File: config.mk
export PLATFORM = sky130hd
export DESIGN_NAME = id_ex_stage_reg
export DESIGN_NICKNAME = d
export VERILOG_FILES = /design/src/rtl/arm_pkg.sv /design/src/rtl/pipe_field_reg.sv /design/src/rtl/id_ex_stage_reg.sv
export SDC_FILE = /design/constraint.sdc
export NUM_CORES = 1
export LEC_CHECK = 0
export BUFFER_PORTS_ARGS = -buffer_cell sky130_fd_sc_hd__buf_2
export CORE_AREA = 2 2 133 135
export DETAILED_ROUTE_END_ITERATION = 7
export DIE_AREA = 0 0 135 137
export PLACE_DENSITY = 0.72
export REMOVE_ABC_BUFFERS = 1
export SYNTH_ARGS = -nofsm -noshare
export SYNTH_HDL_FRONTEND = slang
export SYNTH_SLANG_ARGS = --single-unit
export TNS_END_PERCENT = 30
File: constraint.sdc
create_clock -name clk -period 6 [get_ports clk]
set_input_delay 1.2 -clock clk [delete_from_list [all_inputs] [get_ports clk]]
set_output_delay 1.2 -clock clk [all_outputs]
set_load 0.02 [all_outputs]
File: src/rtl/arm_pkg.sv
// Shared definitions for the ARM pipeline: widths, execute command
// encodings and the packed control bundle carried between stages.
package arm_pkg;

  localparam int CMD_W   = 4;
  localparam int REG_W   = 4;
  localparam int SHIFT_W = 12;

  // Execute-stage ALU command encodings
  localparam logic [CMD_W-1:0] EXE_MOV = 4'b0001;
  localparam logic [CMD_W-1:0] EXE_MVN = 4'b1001;
  localparam logic [CMD_W-1:0] EXE_ADD = 4'b0010;
  localparam logic [CMD_W-1:0] EXE_ADC = 4'b0011;
  localparam logic [CMD_W-1:0] EXE_SUB = 4'b0100;
  localparam logic [CMD_W-1:0] EXE_SBC = 4'b0101;
  localparam logic [CMD_W-1:0] EXE_AND = 4'b0110;
  localparam logic [CMD_W-1:0] EXE_ORR = 4'b0111;
  localparam logic [CMD_W-1:0] EXE_EOR = 4'b1000;

  typedef struct packed {
    logic             wb_en;
    logic             mem_r;
    logic             mem_w;
    logic             b;
    logic             s;
    logic [CMD_W-1:0] exe_cmd;
  } ctrl_t;

  localparam ctrl_t CTRL_BUBBLE = '0;

endpackage

File: src/rtl/pipe_field_reg.sv
// Generic pipeline field register: async reset, synchronous clear,
// hold, otherwise load. Clear takes priority over hold.
module pipe_field_reg #(
  parameter int W = 8
) (
  input  logic         clk,
  input  logic         rst,
  input  logic         clear,
  input  logic         hold,
  input  logic [W-1:0] d,
  output logic [W-1:0] q
);

  // Field storage with clear > hold > load priority
  always_ff @(posedge clk or posedge rst) begin
    if (rst)        q <= '0;
    else if (clear) q <= '0;
    else if (!hold) q <= d;
  end

endmodule

File: src/rtl/id_ex_stage_reg.sv
// ID/EX pipeline register. Squashed or condition-failed instructions
// become all-zero bubbles; the hazard unit can freeze the slot; a
// saturating debug counter tracks how many real instructions were squashed.
module id_ex_stage_reg #(
  parameter int DATA_W  = 32,
  parameter int REG_W   = arm_pkg::REG_W,
  parameter int CMD_W   = arm_pkg::CMD_W,
  parameter int SHIFT_W = arm_pkg::SHIFT_W
) (
  input  logic               clk,
  input  logic               rst,
  input  logic               freeze,
  input  logic               flush,
  input  logic               cond_ok,
  input  logic               id_valid,
  input  logic               id_wb_en,
  input  logic               id_mem_r,
  input  logic               id_mem_w,
  input  logic               id_b,
  input  logic               id_s,
  input  logic               id_imm,
  input  logic [CMD_W-1:0]   id_exe_cmd,
  input  logic [DATA_W-1:0]  id_pc,
  input  logic [DATA_W-1:0]  id_val_rn,
  input  logic [DATA_W-1:0]  id_val_rm,
  input  logic [SHIFT_W-1:0] id_shift_op,
  input  logic [23:0]        id_imm24,
  input  logic [REG_W-1:0]   id_dest,
  input  logic [REG_W-1:0]   id_src1,
  input  logic [REG_W-1:0]   id_src2,
  input  logic [3:0]         id_status,
  output logic               ex_valid,
  output logic               ex_wb_en,
  output logic               ex_mem_r,
  output logic               ex_mem_w,
  output logic               ex_b,
  output logic               ex_s,
  output logic               ex_imm,
  output logic [CMD_W-1:0]   ex_exe_cmd,
  output logic [DATA_W-1:0]  ex_pc,
  output logic [DATA_W-1:0]  ex_val_rn,
  output logic [DATA_W-1:0]  ex_val_rm,
  output logic [SHIFT_W-1:0] ex_shift_op,
  output logic [23:0]        ex_imm24,
  output logic [REG_W-1:0]   ex_dest,
  output logic [REG_W-1:0]   ex_src1,
  output logic [REG_W-1:0]   ex_src2,
  output logic [3:0]         ex_status,
  output logic [15:0]        bubble_cnt
);

  import arm_pkg::*;

  localparam int DW = 3*DATA_W + SHIFT_W + 24 + 3*REG_W + 4 + 1;

  function automatic logic [15:0] sat_inc(input logic [15:0] v);
    return (v == 16'hFFFF) ? v : v + 16'd1;
  endfunction

  logic          live;
  logic          clear;
  logic          squash;
  ctrl_t         ctrl_d;
  ctrl_t         ctrl_q;
  logic [DW-1:0] data_d;
  logic [DW-1:0] data_q;

  assign live  = id_valid & cond_ok;
  // A frozen slot keeps its contents even if ID now holds a failing
  // instruction; only flush may break through a freeze.
  assign clear = flush | (~freeze & ~live);
  // Real instructions lost this edge (empty slots are not counted)
  assign squash = id_valid & (flush | (~freeze & ~cond_ok));

  assign ctrl_d = '{wb_en:   id_wb_en,
                    mem_r:   id_mem_r,
                    mem_w:   id_mem_w,
                    b:       id_b,
                    s:       id_s,
                    exe_cmd: id_exe_cmd};

  assign data_d = {id_pc, id_val_rn, id_val_rm, id_shift_op, id_imm24,
                   id_dest, id_src1, id_src2, id_status, id_imm};

  pipe_field_reg #(.W($bits(ctrl_t))) u_ctrl_reg (
    .clk   (clk),
    .rst   (rst),
    .clear (clear),
    .hold  (freeze),
    .d     (ctrl_d),
    .q     (ctrl_q)
  );

  pipe_field_reg #(.W(DW)) u_data_reg (
    .clk   (clk),
    .rst   (rst),
    .clear (clear),
    .hold  (freeze),
    .d     (data_d),
    .q     (data_q)
  );

  // Valid bit follows the same clear/hold/load policy as the bundles
  always_ff @(posedge clk or posedge rst) begin
    if (rst)         ex_valid <= 1'b0;
    else if (clear)  ex_valid <= 1'b0;
    else if (!freeze) ex_valid <= 1'b1;
  end

  // Saturating count of squashed real instructions
  always_ff @(posedge clk or posedge rst) begin
    if (rst)         bubble_cnt <= '0;
    else if (squash) bubble_cnt <= sat_inc(bubble_cnt);
  end

  assign ex_wb_en   = ctrl_q.wb_en;
  assign ex_mem_r   = ctrl_q.mem_r;
  assign ex_mem_w   = ctrl_q.mem_w;
  assign ex_b       = ctrl_q.b;
  assign ex_s       = ctrl_q.s;
  assign ex_exe_cmd = ctrl_q.exe_cmd;

  assign {ex_pc, ex_val_rn, ex_val_rm, ex_shift_op, ex_imm24,
          ex_dest, ex_src1, ex_src2, ex_status, ex_imm} = data_q;

endmodule
==> qor.yml, run 1 <==
final_common_cell: "buf_2"
setup_viol_count_final: 0
cts_made_buffers: 17
pwr-share-seq: 0.460
p_sw_w: 0.000700
dr.first_iter.drc_count: 251
grt-ovfl-total: 0
cp_cell_sequence: "buf_2"
final_area_um2: 8980
ir_drop_uv: 177
critical_path_buf_inv_count: 1
hold_class: "flop to flop"
drv_cap: 0
crit_fanout: 8
clock_power_share: 0.438
p_int_w: 0.00205
critPathCaptureType: "output pin"
critPathSlowestCell: "dfrtp_1"
grtUsageTotal: 0.184
avgRoutedWirePerCell_um: 17.2
cts-htree-levels: 4
swShare: 0.255
worstMarginPinSlew_ns: 0.924
io_buffers: 338
antenna_found_initial: 0
synth_area_um2: 6450
rsz0062_at_grt: "no"
grt_max_degree: 89
fin_tns_setup_ns: 0
grt_pass1_wl_um: 26400
synth_area_per_cell_um2: 14.6
dpl.hpwl_um: 12100
drive_above_1_share: 0.497
yosysWarnings: 0
die_area_um2: 18500
pwr-share-comb: 0.102
cts_tree: "built"
worst-setup-path-type: "flop to output pin"
maxSlewHeadroom: 0.384
root_buffer: "clkbuf_16"
cts_resized: 0
core_um2: 17100
pwr_density_cell_nw_per_um2: 306
finalCritPeriodShare: 0.392
drv_slew: 0
dp_slack_ns: 3.37
grt_pass1_vias: 5028
insertion_delay_ns: 0.42
gp_congestion: 0.818
utilization: 0.526
arrival_ns: 1.15
synth_cell_types: 30
postPlaceCellArea_um2: 8330
layout.nets: 935
cts_num_sinks: 175
finalWorstSetupSlack_ns: 3.65
via_per_inst: 5.05
period_needed_ns: 2.35
drc: 0
cts_hold_repair.buffers: 0
yosysSeqAreaShare: 0.679
fmax_mhz: 425
synthToLayoutAreaGrowth_pct: 39.1
io_pins: 339
drt-pass1-iter-count: 6
die_x_um: 135
finalClockSkew_ns: 0.00628
path_clk_slew_ns: 0.06
die_h_um: 137
core.rowCount: 48
outcome: "finished clean"
hold_viol: 0
ys_ff_latch: 175
wl_um: 17300
drtAntennaViolNets: 0
critical_path_required_ns: 4.80
start_kind: "flop"
cp_top_family: "flip-flops"
initial_core_util: 0.378
postCtsSetupBuffers: 0
antennaDiodeCount: 0
slowest_delay_ns: 0.50
layout_common_cells: "338 x buf_2, 175 x dfrtp_1, 158 x a22o_1"
p_leak_nw: 5.11
synthCells: 442
cts_max_path_buffers: 2
via_count: 5094
## metal layers
metal | GRT usage | vias to the layer above | part of all wire
met3 | 0.0533 | 23 | 0.076
met2 | 0.318 | 225 | 0.51
met4 | 0.0729 | 0 | 0.017
li1 | - | 2357 | -
met1 | 0.218 | 2489 | 0.40
met5 | 0 | - | 0
## cell usage after synthesis
library cell / instances / area [um^2]
a21o_1: 1 / 7.51
a22o_1: 158 / 1380
a31oi_1: 2 / 12.5
and3_1: 5 / 31.3
and4_1: 2 / 17.5
and4_2: 1 / 10.0
buf_2: 25 / 125
clkbuf_1: 10 / 37.5
dfrtp_1: 175 / 4380
ha_1: 1 / 12.5
inv_1: 3 / 11.3
mux2_2: 4 / 45.0
nand2_1: 11 / 41.3
nand3_1: 4 / 20.0
nand4_1: 5 / 31.3
nand4_4: 2 / 42.5
nor2_1: 3 / 11.3
nor2_2: 1 / 6.26
nor2b_1: 1 / 6.26
nor3_1: 6 / 30.0
nor3_2: 1 / 10.0
nor4_1: 2 / 12.5
nor4_4: 1 / 21.3
nor4b_1: 1 / 8.76
o21ai_0: 3 / 15.0
o21bai_1: 1 / 7.51
o21bai_2: 1 / 11.3
or3b_1: 1 / 8.76
xnor2_1: 5 / 43.8
xor2_1: 6 / 52.6
## per-stage QoR
| step | total power, W | cells | hold slack, ns |
|---|---|---|---|
| final | 0.00275 | 1008 | 0.475 |
| after floorplan | 0.00143 | 407 | 0.595 |
| after detailed placement | 0.00157 | 976 | 0.466 |
| after CTS | 0.00279 | 1008 | 0.481 |
| after global placement | 0.00156 | 976 | 0.457 |
| after global routing | 0.00288 | 1008 | 0.492 |
## worst paths after layout
| kind | to | cells past startpoint | startpoint | slack, ns |
|---|---|---|---|---|
| max reg2reg | bubble_cnt[12] | 4 | bubble_cnt[0] | 4.16 |
| min reg2reg | ex_valid | 1 | ex_valid | 0.48 |
| min in group asynchronous | u_data_reg.q[117] | 2 | rst | 0.93 |
| max in group asynchronous | u_data_reg.q[82] | 3 | rst | 3.99 |
| max | bubble_cnt[11] | 1 | bubble_cnt[11] | 3.65 |
| min | ex_valid | 1 | ex_valid | 0.48 |
## flip-flops by register name, summed over array words and instances, names as in the netlist
register      cells
bubble_cnt       16
ex_valid          1
u_ctrl_reg.q      9
u_data_reg.q    149
## power by group through the flow
| stage | logic [W] | clock network [W] | registers [W] |
|---|---|---|---|
| 4_1_cts | 0.000285 | 0.00124 | 0.00126 |
| 6_report | 0.000280 | 0.00120 | 0.00127 |
| 2_1_floorplan | 0.0000979 | 0 | 0.00133 |
| 5_1_grt | 0.000307 | 0.00130 | 0.00127 |
| 3_3_place_gp | 0.000278 | 0 | 0.00129 |
| 3_5_place_dp | 0.000284 | 0 | 0.00129 |
## cell families after synthesis
family                   count (synthesis)  synth area share
AO/OA/AOI/OAI                          166             0.223
buffers and inverters                   38            0.0269
multiplexers                             4           0.00698
adder cells (fa/ha/maj)                  1           0.00194
XOR/XNOR                                11            0.0149
flip-flops                             175             0.679
AND/OR/NAND/NOR                         47            0.0479
## cell type report
type                    instances  area [um^2]
clock buffers                  17          425
inverters                       3         16.3
well taps                     225          282
multi-input cells             229         1910
fillers                      1497         8080
repair buffers                344         1740
clock inverters                15          223
flip-flops and latches        175         4380
Power figures use the tool's default switching activity.
==> run 2: changes to the inputs <==
==> constraint.sdc (replaced) <==
create_clock -name clk -period 2.1 [get_ports clk]
set_input_delay 0.42 -clock clk [delete_from_list [all_inputs] [get_ports clk]]
set_output_delay 0.42 -clock clk [all_outputs]
set_load 0.02 [all_outputs]
==> qor.yml, run 2 (same netlist as run 1, synthesis figures left out) <==
synthToLayoutAreaGrowth_pct: 40.6
layout_common_cells: "338 x buf_2, 175 x dfrtp_1, 158 x a22o_1"
io_pins: 339  # unchanged
core.rowCount: 48  # unchanged
cts_num_sinks: 175  # unchanged
slowest_delay_ns: 0.43  # -0.07 ns
outcome: "finished clean"
use_met2: 0.296  # -0.0214
avgRoutedWirePerCell_um: 16.8  # -2.1%
via_count: 5092  # -0.039%
die_x_um: 135  # unchanged
utilization: 0.532  # +0.00587
final_common_cell: "buf_2"
insertion_delay_ns: 0.41  # about the same
critPathCaptureType: "flop"
dp_slack_ns: 0.338  # -3.03 ns
hold_viol: 0  # unchanged
core_um2: 17100  # unchanged
io_buffers: 338  # unchanged
critical_path_required_ns: 2.40  # -2.40 ns
whs_ns: 0.0560  # -0.419 ns
finalClockSkew_ns: 0.00646  # +0.000178 ns
drtAntennaViolNets: 0  # unchanged
gr-usage-met1: 0.227  # +0.00895
period_needed_ns: 1.76
start_kind: "flop"
crit_fanout: 8  # unchanged
largestRegisters: "u_data_reg.q (149), bubble_cnt (16), u_ctrl_reg.q (9)"
fillers: 1449  # -3.2%
cp_cell_sequence: "ha_1 > nand4_1 > nor4b_1 > mux2_2"
power.total_w: 0.00760  # +180%
dpl.hpwl_um: 12200  # +0.74%
grt-ovfl-total: 0  # unchanged
gp_congestion: 0.830  # +1.5%
dr.first_iter.drc_count: 285  # +14%
grt_pass1_wl_um: 26200  # -0.65%
wl_um: 17100  # -1.2%
pwr_density_cell_nw_per_um2: 837  # +170%
cts_max_path_buffers: 2  # unchanged
busiest_layer: "met2"
p_leak_nw: 5.14  # +0.73%
arrival_ns: 2.07  # +0.92 ns
cts_hold_repair.buffers: 0  # unchanged
postCtsSetupBuffers: 0  # unchanged
rsz0062_at_grt: "no"
worstMarginPinSlew_ns: 0.540  # -0.384 ns
worst-setup-path-type: "flop to flop"
cts_tree: "built"
path_clk_slew_ns: 0.07  # about the same
via_per_inst: 5.01  # -0.92%
antenna_found_initial: 1  # +1
drv_cap: 0  # unchanged
largest_register_ff_count: 149  # unchanged
finalWorstSetupSlack_ns: 0.337  # -3.31 ns
drt-pass1-iter-count: 7  # +1
maxSlewHeadroom: 0.637  # +0.253
fmax_mhz: 567
cts_made_buffers: 17  # unchanged
hold_class: "input port to asynchronous set/reset pin"
regArea_um2: 4380  # unchanged
grt_pass1_vias: 4976  # -1.0%
cts_resized: 0  # unchanged
die_area_um2: 18500  # unchanged
critPathSlowestCell: "nor4b_1"
drv_slew: 0  # unchanged
layout.nets: 942  # +0.75%
die_h_um: 137  # unchanged
multiInputGateArea_um2: 1910  # unchanged
initial_core_util: 0.378  # unchanged
ir_drop_uv: 497  # +180%
grt_use_met3: 0.0633  # +0.0100
drive_above_1_share: 0.501  # +0.00446
grt_max_degree: 84  # -5.6%
root_buffer: "clkbuf_16"
grtUsageTotal: 0.182  # -0.00215
drc: 0  # unchanged
finalCritPeriodShare: 0.840
cts-htree-levels: 4  # unchanged
setup_viol_count_final: 0  # unchanged
regMostFlops: "u_data_reg.q"
==> run 2: worst max-delay path: cells and delay by family (launching register included) <==
| family | cells | cell delay, ns |
|---|---|---|
| adder cells (fa/ha/maj) | 1 | 0.31 |
| AND/OR/NAND/NOR | 2 | 0.55 |
| multiplexers | 1 | 0.39 |
| flip-flops | 1 | 0.40 |
==> run 2: cell type report <==
cell class              instances  share of cell area
diodes                          2            0.000551
clock inverters                14              0.0181
clock buffers                  18              0.0484
inverters                       3             0.00179
well taps                     225              0.0310
repair buffers                351               0.207
flip-flops and latches        175               0.482
multi-input cells             229               0.211
==> run 2: metal layers <==
layer  wire, um  vias to the layer above  share of wire
li1           -                     2367              -
met1       7100                     2474           0.41
met2       8310                      226           0.49
met3       1360                       25          0.079
met4        358                        0          0.021
met5          0                        -              0
==> run 2: power breakdown <==
part | switching [W] | leakage (nW) | internal, W | total (W)
Combinational | 0.000499 | 2.45 | 0.000336 | 0.000835
Sequential | 0.000109 | 2.40 | 0.00349 | 0.00360
Clock | 0.00142 | 0.298 | 0.00174 | 0.00316
Total | 0.00203 | 5.14 | 0.00557 | 0.00760
==> run 2: per-stage QoR <==
step | cell area [um^2] | TNS (ns) | instances
final | 9080 | 0 | 1017
after global routing | 9070 | 0 | 1016
after global placement | 8470 | 0 | 983
after floorplan | 6290 | -1214.47 | 407
after detailed placement | 8470 | 0 | 983
after CTS | 9070 | 0 | 1015
==> run 2: path summary, 6_finish.rpt <==
kind                            slack (ns)          start  depth (start not counted)           endpoint
worst max-delay path                  0.34  bubble_cnt[0]                          4     bubble_cnt[12]
worst min-delay path                  0.06            rst                          2   u_data_reg.q[15]
worst max register to register        0.34  bubble_cnt[0]                          4     bubble_cnt[12]
worst min register to register        0.47       ex_valid                          1           ex_valid
max in group asynchronous             1.40            rst                          3  u_data_reg.q[124]
min in group clk                      0.21      id_pc[31]                          2  u_data_reg.q[148]
==> run 3: changes to the inputs <==
--- a/config.mk
+++ b/config.mk
@@ -6,10 +6,10 @@
 export NUM_CORES = 1
 export LEC_CHECK = 0
 export BUFFER_PORTS_ARGS = -buffer_cell sky130_fd_sc_hd__buf_2
-export CORE_AREA = 2 2 133 135
+export CORE_AREA = 2 2 131 133
 export DETAILED_ROUTE_END_ITERATION = 7
-export DIE_AREA = 0 0 135 137
-export PLACE_DENSITY = 0.72
+export DIE_AREA = 0 0 133 135
+export PLACE_DENSITY = 0.71
 export REMOVE_ABC_BUFFERS = 1
 export SYNTH_ARGS = -nofsm -noshare
 export SYNTH_HDL_FRONTEND = slang
==> constraint.sdc (replaced) <==
create_clock -name clk -period 1.8 [get_ports clk]
set_input_delay 0.36 -clock clk [delete_from_list [all_inputs] [get_ports clk]]
set_output_delay 0.36 -clock clk [all_outputs]
set_load 0.02 [all_outputs]
==> qor.yml, run 3 (same netlist as run 1, synthesis figures left out) <==
clock_power_share: 0.407  # -0.009
p_sw_w: 0.00217  # +7.1%
root_buffer: "clkbuf_16"
drc: 0  # unchanged
avgRoutedWirePerCell_um: 17.0  # +1.1%
finalClockSkew_ns: 0.00672  # +0.000259 ns
ir_drop_uv: 591  # +19%
wl_um: 17300  # +1.0%
path_clk_slew_ns: 0.07  # about the same
pwr-share-comb: 0.112  # +0.002
utilization: 0.553  # +0.0212
postCtsSetupBuffers: 0  # unchanged
grt_pass1_vias: 4984  # +0.16%
largest_register_ff_count: 149  # unchanged
cts_num_sinks: 175  # unchanged
insertion_delay_ns: 0.41  # about the same
dpl.hpwl_um: 12100  # -1.0%
grt_use_met3: 0.0533  # -0.0100
outcome: "finished clean"
largestRegisters: "u_data_reg.q (149), bubble_cnt (16), u_ctrl_reg.q (9)"
grt_pass1_wl_um: 26800  # +2.2%
p_int_w: 0.00656  # +18%
maxSlewHeadroom: 0.687  # +0.0496
cp_cell_sequence: "nand4_4 > buf_4 > nor4_4 > nor2_2 > mux2_2"
busiest_layer: "met2"
dr.first_iter.drc_count: 265  # -7.0%
hold_depth: 2
io_buffers: 338  # unchanged
drtAntennaViolNets: 0  # unchanged
grt_max_degree: 100  # +19%
final_common_cell: "buf_2"
arrival_ns: 1.95  # -0.12 ns
drv_slew: 0  # unchanged
gr-usage-met1: 0.251  # +0.0247
worst-setup-path-type: "flop to flop"
fmax_mhz: 606  # +6.8%
grt-ovfl-total: 0  # unchanged
initial_core_util: 0.393  # +0.0150
pwr-share-seq: 0.481  # +0.007
multiInputGateArea_um2: 1920  # +0.26%
cts_max_path_buffers: 2  # unchanged
regArea_um2: 4380  # unchanged
placedCellCount: 982  # -0.10%
reg2reg_depth: 5  # +1
critPathSlowestCell: "dfrtp_1"
drive_above_1_share: 0.499  # -0.00253
hp-start: "id_shift_op[7]"
die_area_um2: 18000  # -2.9%
period_needed_ns: 1.65  # -0.112 ns
cts_made_buffers: 17  # unchanged
use_met2: 0.301  # +0.00499
die_h_um: 135  # -1.5%
crit_fanout: 10  # +2
gp_congestion: 0.792  # -4.5%
finalCritPeriodShare: 0.917  # +0.0778
drt-pass1-iter-count: 4  # -3
via_count: 5093  # +0.020%
slowest_delay_ns: 0.44  # about the same
pwr_density_cell_nw_per_um2: 962  # +15%
hold_viol: 0  # unchanged
hold_class: "input port to flop"
synthToLayoutAreaGrowth_pct: 40.7  # about the same
worstMarginPinSlew_ns: 0.469  # -0.0703 ns
io_pins: 339  # unchanged
layout_common_cells: "338 x buf_2, 175 x dfrtp_1, 158 x a22o_1"
via_per_inst: 5.01  # +0.12%
p_leak_nw: 5.15  # about the same
start_kind: "flop"
core.rowCount: 47  # -2.1%
drv_cap: 0  # unchanged
timing.critical_path.from: "bubble_cnt[10]"
rsz0062_at_grt: "no"
regMostFlops: "u_data_reg.q"
die_x_um: 133  # -1.5%
layout.nets: 947  # +0.53%
fillers: 1397  # -3.6%
layoutNonFillerInstCount: 1016  # -0.098%
swShare: 0.249  # -0.0183
grtUsageTotal: 0.190  # +0.00784
cts_tree: "built"
rr_startpoint: "bubble_cnt[10]"
setup_viol_count_final: 0  # unchanged
core_um2: 16400  # -3.8%
antenna_found_initial: 3  # +2
critPathCaptureType: "flop"
cts-htree-levels: 4  # unchanged
critical_path_required_ns: 2.10  # -0.30 ns
==> run 3: area by class of cell <==
| class | count | area share |
|---|---|---|
| flip-flops and latches | 175 | 0.482 |
| multi-input cells | 229 | 0.211 |
| repair buffers | 356 | 0.211 |
| clock buffers | 22 | 0.0500 |
| well taps | 220 | 0.0303 |
| clock inverters | 9 | 0.0124 |
| inverters | 3 | 0.00179 |
| diodes | 2 | 0.000551 |
==> run 3: repair_timing <==
| action | 4_1_cts | 5_1_grt |
|---|---|---|
| hold buffers | 1 | 0 |
| gates resized for setup | 0 | 1 |
| endpoints found under the hold margin | 29 | 0 |
| setup endpoints to repair | 0 | 1 |
==> run 3: metal layers <==
metal	vias to the layer above	routed length [um]
met3	26	1230
li1	2382	-
met1	2466	7270
met4	2	358
met2	217	8430
met5	-	15
==> run 3: power groups by stage <==
stage	registers, W	logic (W)	clock network (W)
2_1_floorplan	0.00445	0.000326	0
6_report	0.00420	0.000974	0.00355
5_1_grt	0.00423	0.00106	0.00384
4_1_cts	0.00420	0.000986	0.00365
3_3_place_gp	0.00427	0.000972	0
3_5_place_dp	0.00427	0.000983	0
==> run 3: final timing paths <==
kind | endpoint | slack [ns]
min in group asynchronous | u_data_reg.q[72] | 0.48
hold reg to reg | ex_valid | 0.48
setup reg to reg | bubble_cnt[1] | 0.15
setup / recovery | bubble_cnt[1] | 0.15
hold / removal | u_data_reg.q[48] | 0.15
max in group asynchronous | u_data_reg.q[120] | 0.75
==> run 3: through the flow <==
stage	instance area (um^2)	worst slack, ns	hold WS [ns]	TNS (ns)	total power [W]
3_5_place_dp	8490	0.179	0.371	0	0.00525
6_report	9080	0.149	0.151	0	0.00873
5_1_grt	9080	0.0399	0.135	0	0.00913
3_3_place_gp	8490	0.213	0.377	0	0.00524
2_1_floorplan	6290	-4.51	0.493	-1294.63	0.00477
4_1_cts	9070	0.138	0.137	0	0.00884
==> run 3: critical path: cells and delay by family, from the launching register on <==
family,cells,cell delay [ns]
DFF,1,0.44
and+or+nand+nor,3,0.62
muxes,1,0.28
buffers and inverters,1,0.20
